File: config.mk
export PLATFORM = sky130hd
export DESIGN_NAME = it8951_cmd_sequencer
export DESIGN_NICKNAME = d
export VERILOG_FILES = /design/src/rtl/it8951_cmd_sequencer.sv
export SDC_FILE = /design/constraint.sdc
export NUM_CORES = 1
export LEC_CHECK = 0
export CAP_MARGIN = 0
export CORE_UTILIZATION = 35
export CTS_BUF_LIST = sky130_fd_sc_hd__clkbuf_8
export DETAILED_ROUTE_END_ITERATION = 6
export SYNTH_ARGS = -nofsm -noshare
export SYNTH_HDL_FRONTEND = slang
export SYNTH_SLANG_ARGS = --single-unit
File: constraint.sdc
create_clock -name clk -period 3.84 [get_ports clk]
set_clock_uncertainty 0.1 [all_clocks]
set_input_delay 0.96 -clock clk [delete_from_list [all_inputs] [get_ports clk]]
set_output_delay 0.96 -clock clk [all_outputs]
set_load 0.02 [all_outputs]
File: src/rtl/it8951_cmd_sequencer.sv
// IT8951 command sequencer: walks the generator index, gates each word on HRDY and hands it to the word engine.
// Per-word overhead CHECK+WAIT_HRDY+ISSUE+WAIT_DONE; word_valid holds until word_ready, read-back captured on word_done.
module it8951_cmd_sequencer #(
  parameter int HRDY_TIMEOUT = 2000000,
  parameter int REP_W        = 24
) (
  input  logic             clk,
  input  logic             rst,
  input  logic             seq_start,
  input  logic [7:0]       seq_select,
  input  logic [REP_W-1:0] seq_repeat,
  output logic             seq_busy,
  output logic             seq_done,
  output logic             seq_error,
  output logic [7:0]       command_select,
  output logic [7:0]       command_index,
  input  logic [16:0]      command,
  input  logic             command_done,
  output logic             pixel_advance,
  output logic             word_valid,
  output logic [15:0]      word_data,
  output logic             word_release_cs,
  input  logic             word_ready,
  input  logic             word_done,
  input  logic [15:0]      word_rdata,
  input  logic             cs_active,
  input  logic             hrdy,
  output logic [15:0]      rdata,
  output logic             rdata_valid
);

  localparam int TMO_W = $clog2(HRDY_TIMEOUT + 1);

  localparam logic [2:0] S_IDLE      = 3'd0;
  localparam logic [2:0] S_CHECK     = 3'd1;
  localparam logic [2:0] S_WAIT_HRDY = 3'd2;
  localparam logic [2:0] S_ISSUE     = 3'd3;
  localparam logic [2:0] S_WAIT_DONE = 3'd4;
  localparam logic [2:0] S_FINISH    = 3'd5;

  typedef struct packed {
    logic        release_cs;
    logic [15:0] dat;
  } word_t;

  logic [2:0]       state_q, state_d;
  logic [7:0]       sel_q, sel_d;
  logic [7:0]       idx_q, idx_d;
  logic [REP_W-1:0] rep_q, rep_d, rep_dec;
  word_t            word_q, word_d;
  logic             word_vld_q, word_vld_d;
  logic             busy_q, busy_d;
  logic             done_q, done_d;
  logic             err_q, err_d;
  logic             pix_q, pix_d;
  logic [15:0]      rdata_q, rdata_d;
  logic             rdata_vld_q, rdata_vld_d;
  logic             rd_phase_q, rd_phase_d;
  logic             dummy_q, dummy_d;
  logic [TMO_W-1:0] tmo_q, tmo_d, tmo_inc;
  logic             cs_hold_q, cs_hold_d;
  logic             hrdy_meta_q, hrdy_sync_q;

  assign rep_dec = rep_q - REP_W'(1);
  assign tmo_inc = tmo_q + TMO_W'(1);

  always_ff @(posedge clk or posedge rst) begin
    if (rst) begin
      hrdy_meta_q <= 1'b0;
      hrdy_sync_q <= 1'b0;
    end else begin
      hrdy_meta_q <= hrdy;
      hrdy_sync_q <= hrdy_meta_q;
    end
  end

  always_comb begin
    state_d     = state_q;
    sel_d       = sel_q;
    idx_d       = idx_q;
    rep_d       = rep_q;
    word_d      = word_q;
    word_vld_d  = word_vld_q;
    busy_d      = busy_q;
    done_d      = 1'b0;
    err_d       = 1'b0;
    pix_d       = 1'b0;
    rdata_d     = rdata_q;
    rdata_vld_d = 1'b0;
    rd_phase_d  = rd_phase_q;
    dummy_d     = dummy_q;
    tmo_d       = '0;
    cs_hold_d   = cs_hold_q & cs_active;

    case (state_q)
      S_IDLE: begin
        // After a timeout with CS still held, the engine must recover CS before new words go out.
        if (seq_start && !cs_hold_q) begin
          sel_d   = seq_select;
          idx_d   = 8'd0;
          rep_d   = (seq_repeat == '0) ? REP_W'(1) : seq_repeat;
          busy_d  = 1'b1;
          state_d = S_CHECK;
        end
      end
      S_CHECK: begin
        if (command_done) begin
          rep_d = rep_dec;
          idx_d = 8'd0;
          if (rep_dec == '0) begin
            busy_d  = 1'b0;
            done_d  = 1'b1;
            state_d = S_FINISH;
          end
        end else begin
          word_d  = word_t'(command);
          state_d = S_WAIT_HRDY;
        end
      end
      S_WAIT_HRDY: begin
        if (hrdy_sync_q) begin
          word_vld_d = 1'b1;
          state_d    = S_ISSUE;
        end else if (tmo_inc == TMO_W'(HRDY_TIMEOUT)) begin
          busy_d  = 1'b0;
          err_d   = 1'b1;
          state_d = S_FINISH;
        end else begin
          tmo_d = tmo_inc;
        end
      end
      S_ISSUE: begin
        if (word_ready) begin
          word_vld_d = 1'b0;
          state_d    = S_WAIT_DONE;
        end
      end
      S_WAIT_DONE: begin
        if (word_done) begin
          // 0x1000 opens a read phase; the first word after it is the IT8951 dummy read.
          if (!rd_phase_q) begin
            if (word_q.dat == 16'h1000 && !word_q.release_cs) begin
              rd_phase_d = 1'b1;
              dummy_d    = 1'b1;
            end
          end else if (dummy_q) begin
            dummy_d = 1'b0;
            if (word_q.release_cs) rd_phase_d = 1'b0;
          end else begin
            rdata_d     = word_rdata;
            rdata_vld_d = 1'b1;
            if (word_q.release_cs) rd_phase_d = 1'b0;
          end
          pix_d   = (sel_q == 8'd5) && (idx_q == 8'd1);
          idx_d   = idx_q + 8'd1;
          state_d = S_CHECK;
        end
      end
      S_FINISH: begin
        rd_phase_d = 1'b0;
        dummy_d    = 1'b0;
        if (err_q && cs_active) cs_hold_d = 1'b1;
        state_d = S_IDLE;
      end
      default: begin
        busy_d     = 1'b0;
        word_vld_d = 1'b0;
        state_d    = S_IDLE;
      end
    endcase
  end

  always_ff @(posedge clk or posedge rst) begin
    if (rst) begin
      state_q     <= S_IDLE;
      sel_q       <= 8'd0;
      idx_q       <= 8'd0;
      rep_q       <= '0;
      word_q      <= '0;
      word_vld_q  <= 1'b0;
      busy_q      <= 1'b0;
      done_q      <= 1'b0;
      err_q       <= 1'b0;
      pix_q       <= 1'b0;
      rdata_q     <= 16'd0;
      rdata_vld_q <= 1'b0;
      rd_phase_q  <= 1'b0;
      dummy_q     <= 1'b0;
      tmo_q       <= '0;
      cs_hold_q   <= 1'b0;
    end else begin
      state_q     <= state_d;
      sel_q       <= sel_d;
      idx_q       <= idx_d;
      rep_q       <= rep_d;
      word_q      <= word_d;
      word_vld_q  <= word_vld_d;
      busy_q      <= busy_d;
      done_q      <= done_d;
      err_q       <= err_d;
      pix_q       <= pix_d;
      rdata_q     <= rdata_d;
      rdata_vld_q <= rdata_vld_d;
      rd_phase_q  <= rd_phase_d;
      dummy_q     <= dummy_d;
      tmo_q       <= tmo_d;
      cs_hold_q   <= cs_hold_d;
    end
  end

  assign seq_busy        = busy_q;
  assign seq_done        = done_q;
  assign seq_error       = err_q;
  assign command_select  = sel_q;
  assign command_index   = idx_q;
  assign pixel_advance   = pix_q;
  assign word_valid      = word_vld_q;
  assign word_data       = word_q.dat;
  assign word_release_cs = word_q.release_cs;
  assign rdata           = rdata_q;
  assign rdata_valid     = rdata_vld_q;

endmodule
# After elaboration in Yosys (flattened, before gate mapping)
# Cells that the tools add are included.
# word_totals
wordCells	122
register_bits	108
in_bits	73
output_inout_bits	55
# classes
add_sub_neg	3
n_mux	51
bitwise	5
reduce_logical	24
n_eq_ne	20
# ops
cell	count
$mux 24	3
$mux 21	3
$logic_not 24->1	2
$pmux 24 s2	1
$mux 1	28
$mux 8	3
$pmux 8 s3	1
$sub 24x1->24 const B	1
$add 21x1->21 const B	1
$eq 21x21->1 const B	1
$mux 3	7
$eq 16x13->1 const B	1
$ne 2x2->1 const B	8
$pmux 3 s5	1
$ne 3x3->1 const B	3
$reduce_and 3->1	3
$add 8x1->8 const B	1
$eq 8x1->1 const B	1
$eq 8x3->1 const B	1
$reduce_and 4->1	2
$eq 3x2->1 const B	2
$eq 3x3->1 const B	2
$reduce_and 2->1	3
$reduce_and 6->1	1
other kinds (14)	23

# Logic depth before layout (Yosys ltp)
# depth
ltp_word	6
depth_mapped	12
ltp_nobuf	10

# Worst setup path before layout
# OpenSTA, ideal clock, no wires.
# synth_path
kind	register -> register
from	register rep_q[0]
to	register state_q[2]
path_slack_ps	1221
n_path_buf	2
path_stages_with_launch	13
synth_period_minus_slack_ps	2619
t_arrival_ps	2424
path_cell_list	dfrtp_1 inv_1 ha_1 buf_2 or4b_2 clkbuf_1 nor3b_1 a21oi_1 o21a_1 nor2_1 and4_4 nor2_1 o32ai_2
# synth_between
elab_chain_len	4
# synth_rtl
element	line	text
start: declaration	49	logic [REP_W-1:0] rep_q, rep_d, rep_dec;
start signal: assignment	195	rep_q <= rep_d;
$sub 24x1->24	64	assign rep_dec = rep_q - REP_W'(1);
$logic_not 24->1	110	if (rep_dec == '0) begin
$ne 3x3->1 (no source line)	--	
$reduce_and 5->1 (no source line)	--	
end signal: assignment	192	state_q <= state_d;
end: declaration	46	logic [2:0] state_q, state_d;
# No other way between the ends.
# A chain may end at the register's enable or synchronous reset.

# Worst setup path after layout
# layout_path
from	register tmo_q[4]
to	register state_q[2]
# layout_between
elab_chain_len	4
# layout_rtl
element	line	text
start: declaration	60	logic [TMO_W-1:0] tmo_q, tmo_d, tmo_inc;
start signal: assignment	206	tmo_q <= tmo_d;
$add 21x1->21	65	assign tmo_inc = tmo_q + TMO_W'(1);
$eq 21x21->1	124	end else if (tmo_inc == TMO_W'(HRDY_TIMEOUT)) begin
$ne 3x3->1 (no source line)	--	
$reduce_and 5->1 (no source line)	--	
# No other way between the ends.

==> results <==
- The global-route total usage across every layer is 0.191.
- The via count of the first global-routing pass is 5,006.
- The via-per-instance ratio is 5.28.
- The post-synthesis simple-gate area fraction is 0.226.
- The tree is rooted in a sky130_fd_sc_hd__clkbuf_8.
- The CTS buffer count is 9.
- The adder-cell share of the synthesized area is 0.0109.
- At the pin with the least slew margin, the transition time is around 0.85 ns.
- Fill cells in the final layout number 1,570.
- The CTS clock-pin slew for the worst setup and hold paths is 0.11 ns.
- The leakage power summed over all cells is 2.90 nW.
- The die footprint is 16,900 um2.
- The worst hold path was traced through 0 stages.
- At the worst endpoint, the arrival time is 3.22 ns.
- The portion of netlist area occupied by mux cells is 0.0842.
- Summed over all nets, the half-perimeter wirelength after detailed placement is around 11,000 um.
- The fraction of registers with async set/reset is 1.00.
- Timing would allow up to ~330 MHz.
- The number of antenna diodes in the final layout is 0.
- In this run, the number of DRC markers left after iteration 0 of detailed routing was 308.
- The flow ran to the end, and the final reports show no timing, DRC or antenna violations.
- The total overflow left after global routing is 0.
- Of the total synthesized cell area, the portion taken by XOR and XNOR cells is 0.0398.
- The post-CTS repair timing setup buffer count is 0.
- The initialized floorplan defines 46 standard-cell rows.
- After detailed routing, the average wire length per cell comes to 16.2 um.
- The starting density of the core is 0.359.
- The height of the die is 130 um.
- The share of the cycle needed by the critical path after routing is 0.783.
- The endpoint of the worst hold path is hrdy_sync_q$_DFF_PP0_.
- Pin placement for this block handled between 100 and 150 I/O pins.
- The worst hold-check slack is 0.259 ns.
- The port buffer count is 127.
- The most used flip-flop cell after synthesis is sky130_fd_sc_hd__dfrtp_1.
- The number of instances in the synthesized netlist is 596.
- Setup repair after global routing left no endpoint under its margin.
- The tightest min-delay check is of the flop to flop type.
- The count of pins over their slew limit is 0.
- VDD sags by at most 0.369 mV.
- STA classifies the critical path startpoint as a flop.
- For this run, the detailed router's first-pass iteration total came to 5.
- The ratio of cells with drive above 1 in the final layout is 0.116.
- The number of distinct standard cells referenced by the synthesized netlist is 55.
- The post-detailed-route count of antenna-violating nets is 0.
- The count of endpoints failing hold in the final timing report is 0.
- In this run the worst path has a maximum fanout of 12.
- Adding up every negative setup slack in the final design gives 0 ns.
- The startpoint identified for the worst register-to-register timing path is tmo_q[4]$_DFF_PP0_.
- Setup violations remaining at the end of the flow were counted as 0.
- At the placement stage, the worst setup path has a slack of around 0.6 ns.
- The number of flip-flops and latches in the synthesized netlist is 108.
- The maximum clock path buffer count is 2.
- After clock tree synthesis, the flow added hold-fix buffers numbering 0.
- For the worst setup path, the data required time is between 4 and 5 ns.
- The main combinational cell family by area after synthesis is simple AND/OR/NAND/NOR gates.
- The TritonCTS clock tree is yes.
- The share of the Yosys chip area taken by registers is 0.472.
- Summing over every cut layer, the via total after detailed routing is 4,925.
- Entering global routing, the biggest net connects 40 pins.
- Dividing total power by cell area gives a power density of a little under 600 nW/um2.
- The final critical delay including setup and external delays is 3.01 ns.
- The congestion estimate from routability-driven global placement came to 0.828.
- The final layout contains routed wiring with a total length of 15,100 um.
- The clock insertion delay at the later pin of the skew report is 0.39 ns.
- By startpoint and endpoint, the worst setup path is classified as flop to flop.
- Max-cap violations in this run came to 0.
- In the routed design, unresolved DRC markers number 0.
- The fraction of the mapped netlist area in compound gates was 0.133.
- The core region is 15,900 um2.
- The number of antenna violations at the first check in global routing is 0.
- The average cell area after synthesis is 9.60 um2.
- The number of cells upsized or downsized after cts is 0.
- In this run the critical register-to-register path is captured at state_q[2]$_DFFE_PP0P_.
- The total number of yosys warnings is 0.
- The register-to-register setup slack is 0.83 ns.
- The tree built by TritonCTS fans out to around 110 sinks.
- The startpoint identified for the worst hold timing path is hrdy_meta_q$_DFF_PP0_.
- The number of cells on the worst reg-to-reg path is 8.
- When the netlist entered floorplanning its net count stood at 674.
- The total number of nets in the final design is 790.
- The worst slew slack as a fraction of its limit is 0.435.
- The first global-routing pass estimated 25,000 um of wire.
- Yosys mapped a number of flops with a built-in enable equal to 0.
- Measured along the x axis, the die boundary spans 130 um.
- The CTS H-tree depth is 3.
- STA classifies the critical path endpoint as a flop.
- Setup slack on the critical path of the routed design comes to between 0.8 and 0.9 ns.
- The layout overhead on the synthesized area is 29.9%.
- The cell area after synthesis is 5720 um2.
-- layer usage --
layer  wire length, um  global-route usage
met2              6890               0.304
met4               242              0.0534
met5                 0                   0
met3              1390              0.0820
met1              6590               0.235
-- critical path, cell delays in order, from the launching register on --
cell and delay, ns:
sky130_fd_sc_hd__dfrtp_1 0.51, sky130_fd_sc_hd__nand4_1 0.31, sky130_fd_sc_hd__nor3_1 0.42, sky130_fd_sc_hd__nand2_1 0.15
sky130_fd_sc_hd__xnor2_1 0.19, sky130_fd_sc_hd__nor4b_1 0.43, sky130_fd_sc_hd__a21o_1 0.44, sky130_fd_sc_hd__nand2_1 0.12
sky130_fd_sc_hd__o32ai_2 0.26
-- cell usage after synthesis, drive strengths merged, types with 2 or more instances --
| master | n | area (um2) |
|---|---|---|
| nand3 | 25 | 130 |
| nand4 | 14 | 87.6 |
| o21ai | 44 | 220 |
| clkbuf | 23 | 86.3 |
| mux2i | 2 | 20.0 |
| and2 | 5 | 31.3 |
| nor2 | 56 | 210 |
| nor4 | 18 | 128 |
| nand2b | 6 | 37.5 |
| and4 | 8 | 72.6 |
| inv | 15 | 56.3 |
| or4b | 2 | 20.0 |
| nor4b | 5 | 58.8 |
| or4 | 4 | 30.0 |
| mux2 | 41 | 462 |
| nor2b | 6 | 37.5 |
| xnor2 | 13 | 114 |
| o31ai | 5 | 37.5 |
| dfrtp | 108 | 2700 |
| a211oi | 2 | 15.0 |
| nor3b | 5 | 37.5 |
| o211ai | 3 | 32.5 |
| and3 | 5 | 31.3 |
| nor3 | 27 | 150 |
| a21oi | 45 | 225 |
| nor4bb | 3 | 30.0 |
| or3 | 4 | 25.0 |
| a22oi | 5 | 37.5 |
| ha | 5 | 62.6 |
| o32ai | 3 | 33.8 |
| o22ai | 3 | 18.8 |
| o21a | 4 | 30.0 |
| a31oi | 8 | 50.1 |
| xor2 | 13 | 114 |
| buf | 10 | 47.6 |
| nand2 | 41 | 154 |
-- state kept, by name (all words and copies together), names as in the netlist --
register	flops
command_select	8
rdata_valid	1
seq_error	1
dummy_q	1
rdata	16
rep_q	24
state_q	3
pixel_advance	1
command_index	8
hrdy_sync_q	1
word_release_cs	1
word_valid	1
seq_done	1
tmo_q	21
seq_busy	1
cs_hold_q	1
word_data	16
hrdy_meta_q	1
rd_phase_q	1
-- cell families after synthesis --
family,count (synthesis)
flops,108
compound gates,129
fa+ha+maj,5
buf+inv,48
mux,43
simple gates,237
xor+xnor,26
-- stage by stage --
stage / power, mW / utilization / area [um2] / cells
final: 4.40 / 0.466 / 7430 / 933
after detailed placement: 3.72 / 0.454 / 7240 / 917
after CTS: 4.44 / 0.466 / 7430 / 933
after global placement: 3.67 / 0.454 / 7240 / 917
after floorplan: 2.99 / - / 5730 / 596
after global routing: 4.73 / 0.466 / 7430 / 933
-- layout make-up --
cell class                 count  area [um2]  share of cell area
clock buffer                  10         138              0.0185
clock inverter                 6        53.8             0.00724
inverter                      15        60.1             0.00808
multi-input combinational    440        2830               0.381
sequential                   108        2700               0.364
tap                          216         270              0.0364
timing repair buffer         138        1380               0.186
-- power by group --
part	switching, mW	internal, mW	leakage, nW
Clock	0.436	0.269	0.102
Combinational	0.974	0.867	1.42
Sequential	0.415	1.44	1.38
Total	1.83	2.57	2.90
-- how the worst max path moves through the flow --
stage	from	endpoint	depth (start not counted)
4_1_cts	tmo_q[0]$_DFF_PP0_	state_q[2]$_DFFE_PP0P_	9
5_1_grt	tmo_q[0]$_DFF_PP0_	state_q[2]$_DFFE_PP0P_	9
3_5_place_dp	word_done	command_index[7]$_DFFE_PP0P_	9
3_3_place_gp	seq_start	command_index[5]$_DFFE_PP0P_	8
6_report	tmo_q[4]$_DFF_PP0_	state_q[2]$_DFFE_PP0P_	8
2_1_floorplan	rep_q[0]$_DFFE_PP0P_	state_q[2]$_DFFE_PP0P_	12
-- cell usage in the layout, fill, tap and decap left out, drive strengths merged, types with 13 or more instances in the layout --
| cell | count |
|---|---|
| nand3 | 25 |
| a21oi | 45 |
| o21ai | 44 |
| xnor2 | 13 |
| nand2 | 41 |
| mux2 | 41 |
| nor3 | 27 |
| dfrtp | 108 |
| clkdlybuf4s50 | 127 |
| xor2 | 13 |
| nand4 | 14 |
| inv | 19 |
| nor2 | 56 |
| nor4 | 18 |
No activity file was read; power rests on OpenSTA's default activity.
